===== src/rtl/id_decode_queue.sv =====
// Instruction queue and MIPS field decoder between fetch and register-read.
// Define ID_BRANCH_TARGET_EN to build the jump/branch target adders; otherwise both target ports read 0.
module id_decode_queue #(
  parameter int DEPTH     = 2,
  parameter int IMM_WIDTH = 32
) (
  input  logic                     clk,
  input  logic                     rst,
  input  logic                     in_valid,
  output logic                     in_ready,
  input  logic [31:0]              in_instr,
  input  logic [31:0]              in_pc,
  input  logic                     flush,
  output logic                     out_valid,
  input  logic                     out_ready,
  output logic [5:0]               opcode,
  output logic [4:0]               rs,
  output logic [4:0]               rt,
  output logic [4:0]               rd,
  output logic [4:0]               shamt,
  output logic [5:0]               funct,
  output logic [15:0]              immediate,
  output logic [25:0]              address,
  output logic [IMM_WIDTH-1:0]     imm_ext,
  output logic [1:0]               instr_type,
  output logic [31:0]              out_pc,
  output logic [31:0]              jump_target,
  output logic [31:0]              branch_target,
  output logic [$clog2(DEPTH):0]   count
);

  localparam int PW = $clog2(DEPTH);
  localparam int CW = PW + 1;

  typedef enum logic [1:0] {
    TYPE_R = 2'd0,
    TYPE_I = 2'd1,
    TYPE_J = 2'd2
  } instr_type_e;

  logic [31:0]   instr_mem_q [DEPTH];
  logic [31:0]   pc_mem_q    [DEPTH];
  logic [PW-1:0] wr_ptr_q, wr_ptr_d;
  logic [PW-1:0] rd_ptr_q, rd_ptr_d;
  logic [CW-1:0] count_q, count_d;
  logic          push, pop;
  logic [31:0]   head_instr, head_pc;
  instr_type_e   type_d;

  assign in_ready  = (count_q < CW'(DEPTH));
  assign out_valid = (count_q != '0);
  assign push      = in_valid && in_ready;
  assign pop       = out_valid && out_ready;
  assign count     = count_q;

  always_comb begin
    wr_ptr_d = wr_ptr_q;
    rd_ptr_d = rd_ptr_q;
    count_d  = count_q;
    if (flush) begin
      wr_ptr_d = '0;
      rd_ptr_d = '0;
      count_d  = '0;
    end else begin
      if (push) wr_ptr_d = wr_ptr_q + PW'(1);
      if (pop)  rd_ptr_d = rd_ptr_q + PW'(1);
      case ({push, pop})
        2'b10:   count_d = count_q + CW'(1);
        2'b01:   count_d = count_q - CW'(1);
        default: count_d = count_q;
      endcase
    end
  end

  // NOTE: sequential state uses non-blocking assignments so every register samples pre-edge values.
  always_ff @(posedge clk or posedge rst) begin
    if (rst) begin
      wr_ptr_q <= '0;
      rd_ptr_q <= '0;
      count_q  <= '0;
    end else begin
      wr_ptr_q <= wr_ptr_d;
      rd_ptr_q <= rd_ptr_d;
      count_q  <= count_d;
    end
  end

  // NOTE: the storage array has no reset; out_valid gates every read, so stale contents are never visible.
  always_ff @(posedge clk) begin
    if (push && !flush) begin
      instr_mem_q[wr_ptr_q] <= in_instr;
      pc_mem_q[wr_ptr_q]    <= in_pc;
    end
  end

  assign head_instr = out_valid ? instr_mem_q[rd_ptr_q] : 32'd0;
  assign head_pc    = out_valid ? pc_mem_q[rd_ptr_q]    : 32'd0;

  assign opcode    = head_instr[31:26];
  assign rs        = head_instr[25:21];
  assign rt        = head_instr[20:16];
  assign rd        = head_instr[15:11];
  assign shamt     = head_instr[10:6];
  assign funct     = head_instr[5:0];
  assign immediate = head_instr[15:0];
  assign address   = head_instr[25:0];
  assign out_pc    = head_pc;

  // Logical immediates (ANDI/ORI/XORI) zero-extend; everything else sign-extends.
  always_comb begin
    if (opcode inside {6'h0C, 6'h0D, 6'h0E}) imm_ext = IMM_WIDTH'(immediate);
    else                                     imm_ext = IMM_WIDTH'($signed(immediate));
  end

  always_comb begin
    type_d = TYPE_I;
    if (opcode == 6'h00)                         type_d = TYPE_R;
    else if (opcode inside {6'h02, 6'h03})       type_d = TYPE_J;
  end
  assign instr_type = type_d;

`ifdef ID_BRANCH_TARGET_EN
  logic [31:0] pc4;
  assign pc4           = head_pc + 32'd4;
  assign jump_target   = out_valid ? {pc4[31:28], address, 2'b00} : 32'd0;
  assign branch_target = out_valid ? pc4 + {{14{immediate[15]}}, immediate, 2'b00} : 32'd0;
`else
  assign jump_target   = 32'd0;
  assign branch_target = 32'd0;
`endif

endmodule

===== config.mk =====
export PLATFORM = sky130hd
export DESIGN_NAME = id_decode_queue
export DESIGN_NICKNAME = d
export VERILOG_FILES = /design/src/rtl/id_decode_queue.sv
export SDC_FILE = /design/constraint.sdc
export NUM_CORES = 1
export LEC_CHECK = 0
export CORE_MARGIN = 3
export CORE_UTILIZATION = 57
export DETAILED_ROUTE_END_ITERATION = 8
export DONT_BUFFER_PORTS = 1
export MAX_ROUTING_LAYER = met4
export PLACE_DENSITY = 0.73
export SLEW_MARGIN = 0
export SYNTH_ARGS = -nofsm -noshare
export SYNTH_HDL_FRONTEND = slang
export SYNTH_SLANG_ARGS = --single-unit

===== constraint.sdc =====
create_clock -name clk -period 6.33 [get_ports clk]
set_input_delay 1.266 -clock clk [delete_from_list [all_inputs] [get_ports clk]]
set_output_delay 1.266 -clock clk [all_outputs]
set_load 0.005 [all_outputs]

==> results.sh, run 1 <==
export IMPL_status="finished clean"
export IMPL_yosysTopAreaCell="edfxtp_1"
export IMPL_numPortBuffers=0
export IMPL_dieArea_um2=12000
export IMPL_cts_made_buffers=17
export IMPL_cts_max_level=4
export IMPL_ctsResizeCount=0
export IMPL_synthCells=441
export IMPL_worst_slack_ps=2006
export IMPL_dp_cells=494
export IMPL_ios=277
export IMPL_grt_use_total_pct=17.53
export IMPL_clock_skew_ps=7.647
export IMPL_clock_path_buffers=2
export IMPL_synth_top_cell_area_share_pct=62.91
export IMPL_crit_required_ps=5060
export IMPL_rows=37
export IMPL_routedWlPerCell_um=19.53
export IMPL_setup_viol_count_final=0
export IMPL_synthToLayoutAreaGrowth_pct=-1.659
export IMPL_hold_violations=0
export IMPL_start_util_pct=58.92
export IMPL_synth_main_ff_cell="edfxtp_1"
export IMPL_synth_area_leaders="edfxtp_1 (63%), buf_4 (17%), mux2i_1 (11%), nor2_1 (3.9%), dfrtp_1 (1.6%)"
export IMPL_path_clk_slew_ps=60
export IMPL_yosysSeqAreaShare_pct=64.55
export IMPL_critPathTopFamily="compound AO/OA/AOI/OAI gates"
export IMPL_crit_chain="buf_4, mux2i_1, or2_1, o41a_1"
export IMPL_first_pass_iters=4
export IMPL_grt_max_degree=45
export IMPL_final_instance_count_excl_fill=526
export IMPL_startpoint_type="flip-flop"
export IMPL_slew_headroom_pct=28.76
export IMPL_dp_hpwl_mm=6.869
export IMPL_clock_sinks=132
export IMPL_synthArstFlopShare_pct=3.030
export IMPL_synth_edf_count=128
export IMPL_p_per_area_nw_per_um2=339.6
export IMPL_drive_gt1_share_pct=10.26
export IMPL_worst_ep_arrival_time_ps=3060
export IMPL_diodes=0
export IMPL_setup_tns_final_ps=0
export IMPL_cpPeakStageDelay_ps=770
export IMPL_finalCritPeriodShare_pct=68.31
export IMPL_max_slew_worst_pin_slew_ps=1067
export IMPL_grt_pass1_vias=2657
export IMPL_yosys_warnings=0
export IMPL_fmax_mhz=231.3
export IMPL_fillCellCount=799
export IMPL_r2r_start="count[1]$_DFFE_PP0P_"
export IMPL_finalPower_uw=2040
export IMPL_viasPerCell=5.108
export IMPL_syn_area_um2=6110
export IMPL_rrSetupSlack_ps=3570
export IMPL_antenna_found_initial=0
export IMPL_min_path_type="input pin to async pin"
export IMPL_final_max_slew_viol_count=0
export IMPL_rsz0062_at_grt="no"
export IMPL_cts_root_buf="clkbuf_8"
export IMPL_synth_distinct_cells=25
export IMPL_worst_skew_pair_late_latency_ps=510
export IMPL_postCtsSetupBuffers=0
export IMPL_dp_slack_ps=2465
export IMPL_end_kind="primary output"
export IMPL_vdd_ir_drop_max_mv=0.1889
export IMPL_drv_cap=0
export IMPL_remaining_drc_errors=0
export IMPL_core_area_um2=10370
export IMPL_setup_worst_path_class="flip-flop to primary output"
export IMPL_fin_util_pct=57.94
export IMPL_cpMaxStageDelayCell="o41a_1"
export IMPL_worst_path_buf_inv=1
export IMPL_drtIter0Drc=152
export IMPL_path_max_fanout=42
export IMPL_place_gp_congestion=0.7468
export IMPL_crit_start="rd_ptr_q$_DFFE_PP0P_"
export IMPL_ys_ff_latch=132
export IMPL_nNetsFinal=446
export IMPL_die_width_um=109.5
export IMPL_synth_common_cells="buf_4 (140), edfxtp_1 (128), mux2i_1 (65)"
export IMPL_r2r_cells=3
export IMPL_avgSynthCellArea_um2=13.85
export IMPL_routed_wl_mm=10.27
export IMPL_timing_rr_end="instr_mem_q[1][25]$_DFFE_PP_"
export IMPL_grt_pass1_wl_mm=14.51
export IMPL_cellLeakagePower_uw=0.002103
export IMPL_overflow=0
export IMPL_cts_tree="built"
export IMPL_cts_hold_fix_buffers=0
export IMPL_drtAntennaViolNets=0
export IMPL_yosysMostFrequentCell="buf_4"
export IMPL_vias=2687
export IMPL_die_h_um=109.5
export IMPL_finalCriticalPeriod_ps=4324
## worst max path at each step
stage / end / slack (ps) / depth (start not counted)
2_1_floorplan: instr_mem_q[0][0]$_DFFE_PP_ / -10 / 2
3_3_place_gp: imm_ext[31] / 2540 / 4
3_5_place_dp: imm_ext[31] / 2460 / 4
4_1_cts: imm_ext[31] / 1910 / 4
5_1_grt: imm_ext[28] / 1720 / 4
6_report: imm_ext[31] / 2010 / 4
## report_power, final
group	leakage, µW	internal [µW]	switching [µW]	total [µW]
combinational	0.000614	45.7	115	161
clock	0.000263	517	343	860
sequential	0.00123	1000	17.4	1020
## registers in the layout, indices dropped and copies added, names as in the netlist
name and count:
pc_mem_q 64, rd_ptr_q 1, wr_ptr_q 1, instr_mem_q 64, count 2
## logic make-up after synthesis
family,count (synthesis),synth area share (%)
flops,132,64.55
xor+xnor,2,0.2868
other cells,1,0.06138
compound gates,8,0.9009
simple gates,76,5.099
mux,65,10.65
buf+inv,157,18.45
## stage by stage
step / instance area, µm² / hold slack (ps)
6_report: 6008 / 535.2
3_3_place_gp: 5477 / 568.0
3_5_place_dp: 5477 / 605.1
2_1_floorplan: 6351 / 517.7
4_1_cts: 6008 / 510.5
5_1_grt: 6008 / 526.3
## layout by cell type (no fill, tap or decap), types with 2 or more instances in the layout
cell / count
a21oi_1: 3
buf_4: 5
clkbuf_1: 2
clkbuf_16: 16
clkinv_2: 5
clkinv_4: 4
conb_1: 64
dfrtp_1: 3
edfxtp_1: 128
inv_1: 4
inv_2: 2
mux2i_1: 65
nand2b_1: 2
nor2_1: 63
nor2b_1: 2
or2_1: 3
xor2_1: 2
## layout make-up
cell class / instances / area (µm²) / area share, %
clock buffer: 19 / 421.7 / 7.018
timing repair buffer: 5 / 37.54 / 0.6247
multi-input combinational: 215 / 1299 / 21.62
tap: 136 / 170.2 / 2.832
sequential: 132 / 3948 / 65.70
clock inverter: 13 / 110.1 / 1.833
inverter: 6 / 22.52 / 0.3748
## metal layers
metal  track usage [%]  wire [µm]  share of wire, %
met5                 -          0                 0
met1             16.48       3281                32
met4             7.658        132               1.3
met2             30.08       5571                54
met3             8.691       1289                13
(Power assumes the default switching activity.)
==> inputs of run 2 (changes only) <==
==> constraint.sdc (replaced) <==
create_clock -name clk -period 3.55 [get_ports clk]
set_input_delay 0.71 -clock clk [delete_from_list [all_inputs] [get_ports clk]]
set_output_delay 0.71 -clock clk [all_outputs]
set_load 0.005 [all_outputs]
==> results.sh, run 2 (same netlist as run 1, synthesis figures left out) <==
export IMPL_cellLeakagePower_uw=0.002128
export IMPL_nNetsFinal=450
export IMPL_hold_violations=0
export IMPL_diodes=0
export IMPL_mostFrequentLayoutCell="edfxtp_1"
export IMPL_antenna_found_initial=0
export IMPL_remaining_drc_errors=0
export IMPL_clock_path_buffers=2
export IMPL_worst_skew_pair_late_latency_ps=500
export IMPL_grt_max_degree=65
export IMPL_dp_hpwl_mm=6.864
export IMPL_clock_sinks=132
export IMPL_p_per_area_nw_per_um2=610.9
export IMPL_grt_pass1_vias=2792
export IMPL_routed_wl_mm=10.21
export IMPL_vias=2714
export IMPL_dieArea_um2=12000
export IMPL_place_gp_congestion=0.6744
export IMPL_cts_tree="built"
export IMPL_start_util_pct=58.92
export IMPL_final_max_slew_viol_count=0
export IMPL_fmax_mhz=335.2
export IMPL_setup_worst_path_class="flip-flop to primary output"
export IMPL_setup_viol_count_final=0
export IMPL_drive_gt1_share_pct=10.94
export IMPL_path_max_fanout=27
export IMPL_startpoint_type="flip-flop"
export IMPL_drv_cap=0
export IMPL_placed_area_um2=5505
export IMPL_status="finished clean"
export IMPL_postCtsSetupBuffers=0
export IMPL_max_slew_worst_pin_slew_ps=891.7
export IMPL_die_width_um=109.5
export IMPL_routedWlPerCell_um=19.29
export IMPL_ios=277
export IMPL_cts_max_level=4
export IMPL_drtIter0Drc=150
export IMPL_worst_slack_ps=566.9
export IMPL_drtAntennaViolNets=0
export IMPL_finalInstanceArea_um2=6067
export IMPL_setup_tns_final_ps=0
export IMPL_overflow=0
export IMPL_dp_slack_ps=1043
export IMPL_die_h_um=109.5
export IMPL_synthToLayoutAreaGrowth_pct=-0.6963
export IMPL_min_path_type="input pin to flip-flop"
export IMPL_rows=37
export IMPL_cts_made_buffers=17
export IMPL_finalCritPeriodShare_pct=84.03
export IMPL_finalPower_uw=3707
export IMPL_grt_use_total_pct=17.69
export IMPL_end_kind="primary output"
export IMPL_clock_skew_ps=8.260
export IMPL_finalCriticalPeriod_ps=2983
export IMPL_vdd_ir_drop_max_mv=0.3658
export IMPL_grt_pass1_wl_mm=14.87
export IMPL_slew_headroom_pct=40.55
export IMPL_core_area_um2=10370
export IMPL_first_pass_iters=4
export IMPL_viasPerCell=5.130
export IMPL_crit_required_ps=2840
export IMPL_numPortBuffers=0
export IMPL_most_common_layout_cells="edfxtp_1 (128), mux2i_1 (65), conb_1 (64)"
export IMPL_path_clk_slew_ps=60
export IMPL_worst_ep_arrival_time_ps=2270
export IMPL_fin_util_pct=58.51
export IMPL_cts_root_buf="clkbuf_8"
export IMPL_rsz0062_at_grt="no"
[run 2: worst max-delay path: stages, from the launching register on]
cell and delay, ps:
dfrtp_4 650, buf_4 480, mux2i_1 130, nor2_1 480
[run 2: what timing repair did]
item	4_1_cts	5_1_grt
endpoints found under the hold margin	4	0
hold buffers	1	0
resized for setup	0	0
[run 2: through the flow]
step | std cells | hold WS [ps]
CTS | 529 | 238.4
floorplan | 504 | 476.1
global placement | 497 | 492.5
finish | 529 | 267.7
detailed placement | 497 | 499.6
global route | 529 | 228.0
[run 2: power breakdown]
group | internal (µW) | total (µW) | switching [µW]
Combinational | 86.1 | 291 | 205
Clock | 987 | 1600 | 612
Sequential | 1790 | 1820 | 29.2
Total | 2860 | 3710 | 846
[run 2: cell type report]
class / instances / area, µm²
Clock inverter: 14 / 137.6
Multi-Input combinational cell: 215 / 1305
Inverter: 6 / 22.52
Tap cell: 136 / 170.2
Fill cell: 812 / 4303
Sequential cell: 132 / 3948
Clock buffer: 17 / 414.1
Timing Repair Buffer: 9 / 70.07
[run 2: final timing paths]
| kind | start | endpoint | slack, ps | cells past startpoint |
|---|---|---|---|---|
| worst max-delay path | rd_ptr_q$_DFFE_PP0P_ | shamt[2] | 570 | 3 |
| worst min-delay path | flush | count[1]$_DFFE_PP0P_ | 270 | 1 |
| worst max register to register | count[1]$_DFFE_PP0P_ | instr_mem_q[1][16]$_DFFE_PP_ | 1370 | 3 |
| worst min register to register | wr_ptr_q$_DFFE_PP0P_ | wr_ptr_q$_DFFE_PP0P_ | 640 | 2 |
| max in group asynchronous | rst | rd_ptr_q$_DFFE_PP0P_ | 2820 | 2 |
| min in group asynchronous | rst | count[0]$_DFFE_PP0P_ | 550 | 2 |
[run 2: per-layer routing]
layer	global-route usage, %	share of wire (%)
met1	17.96	34
met4	6.144	0.77
met2	29.90	55
met5	-	0
met3	8.456	9.9
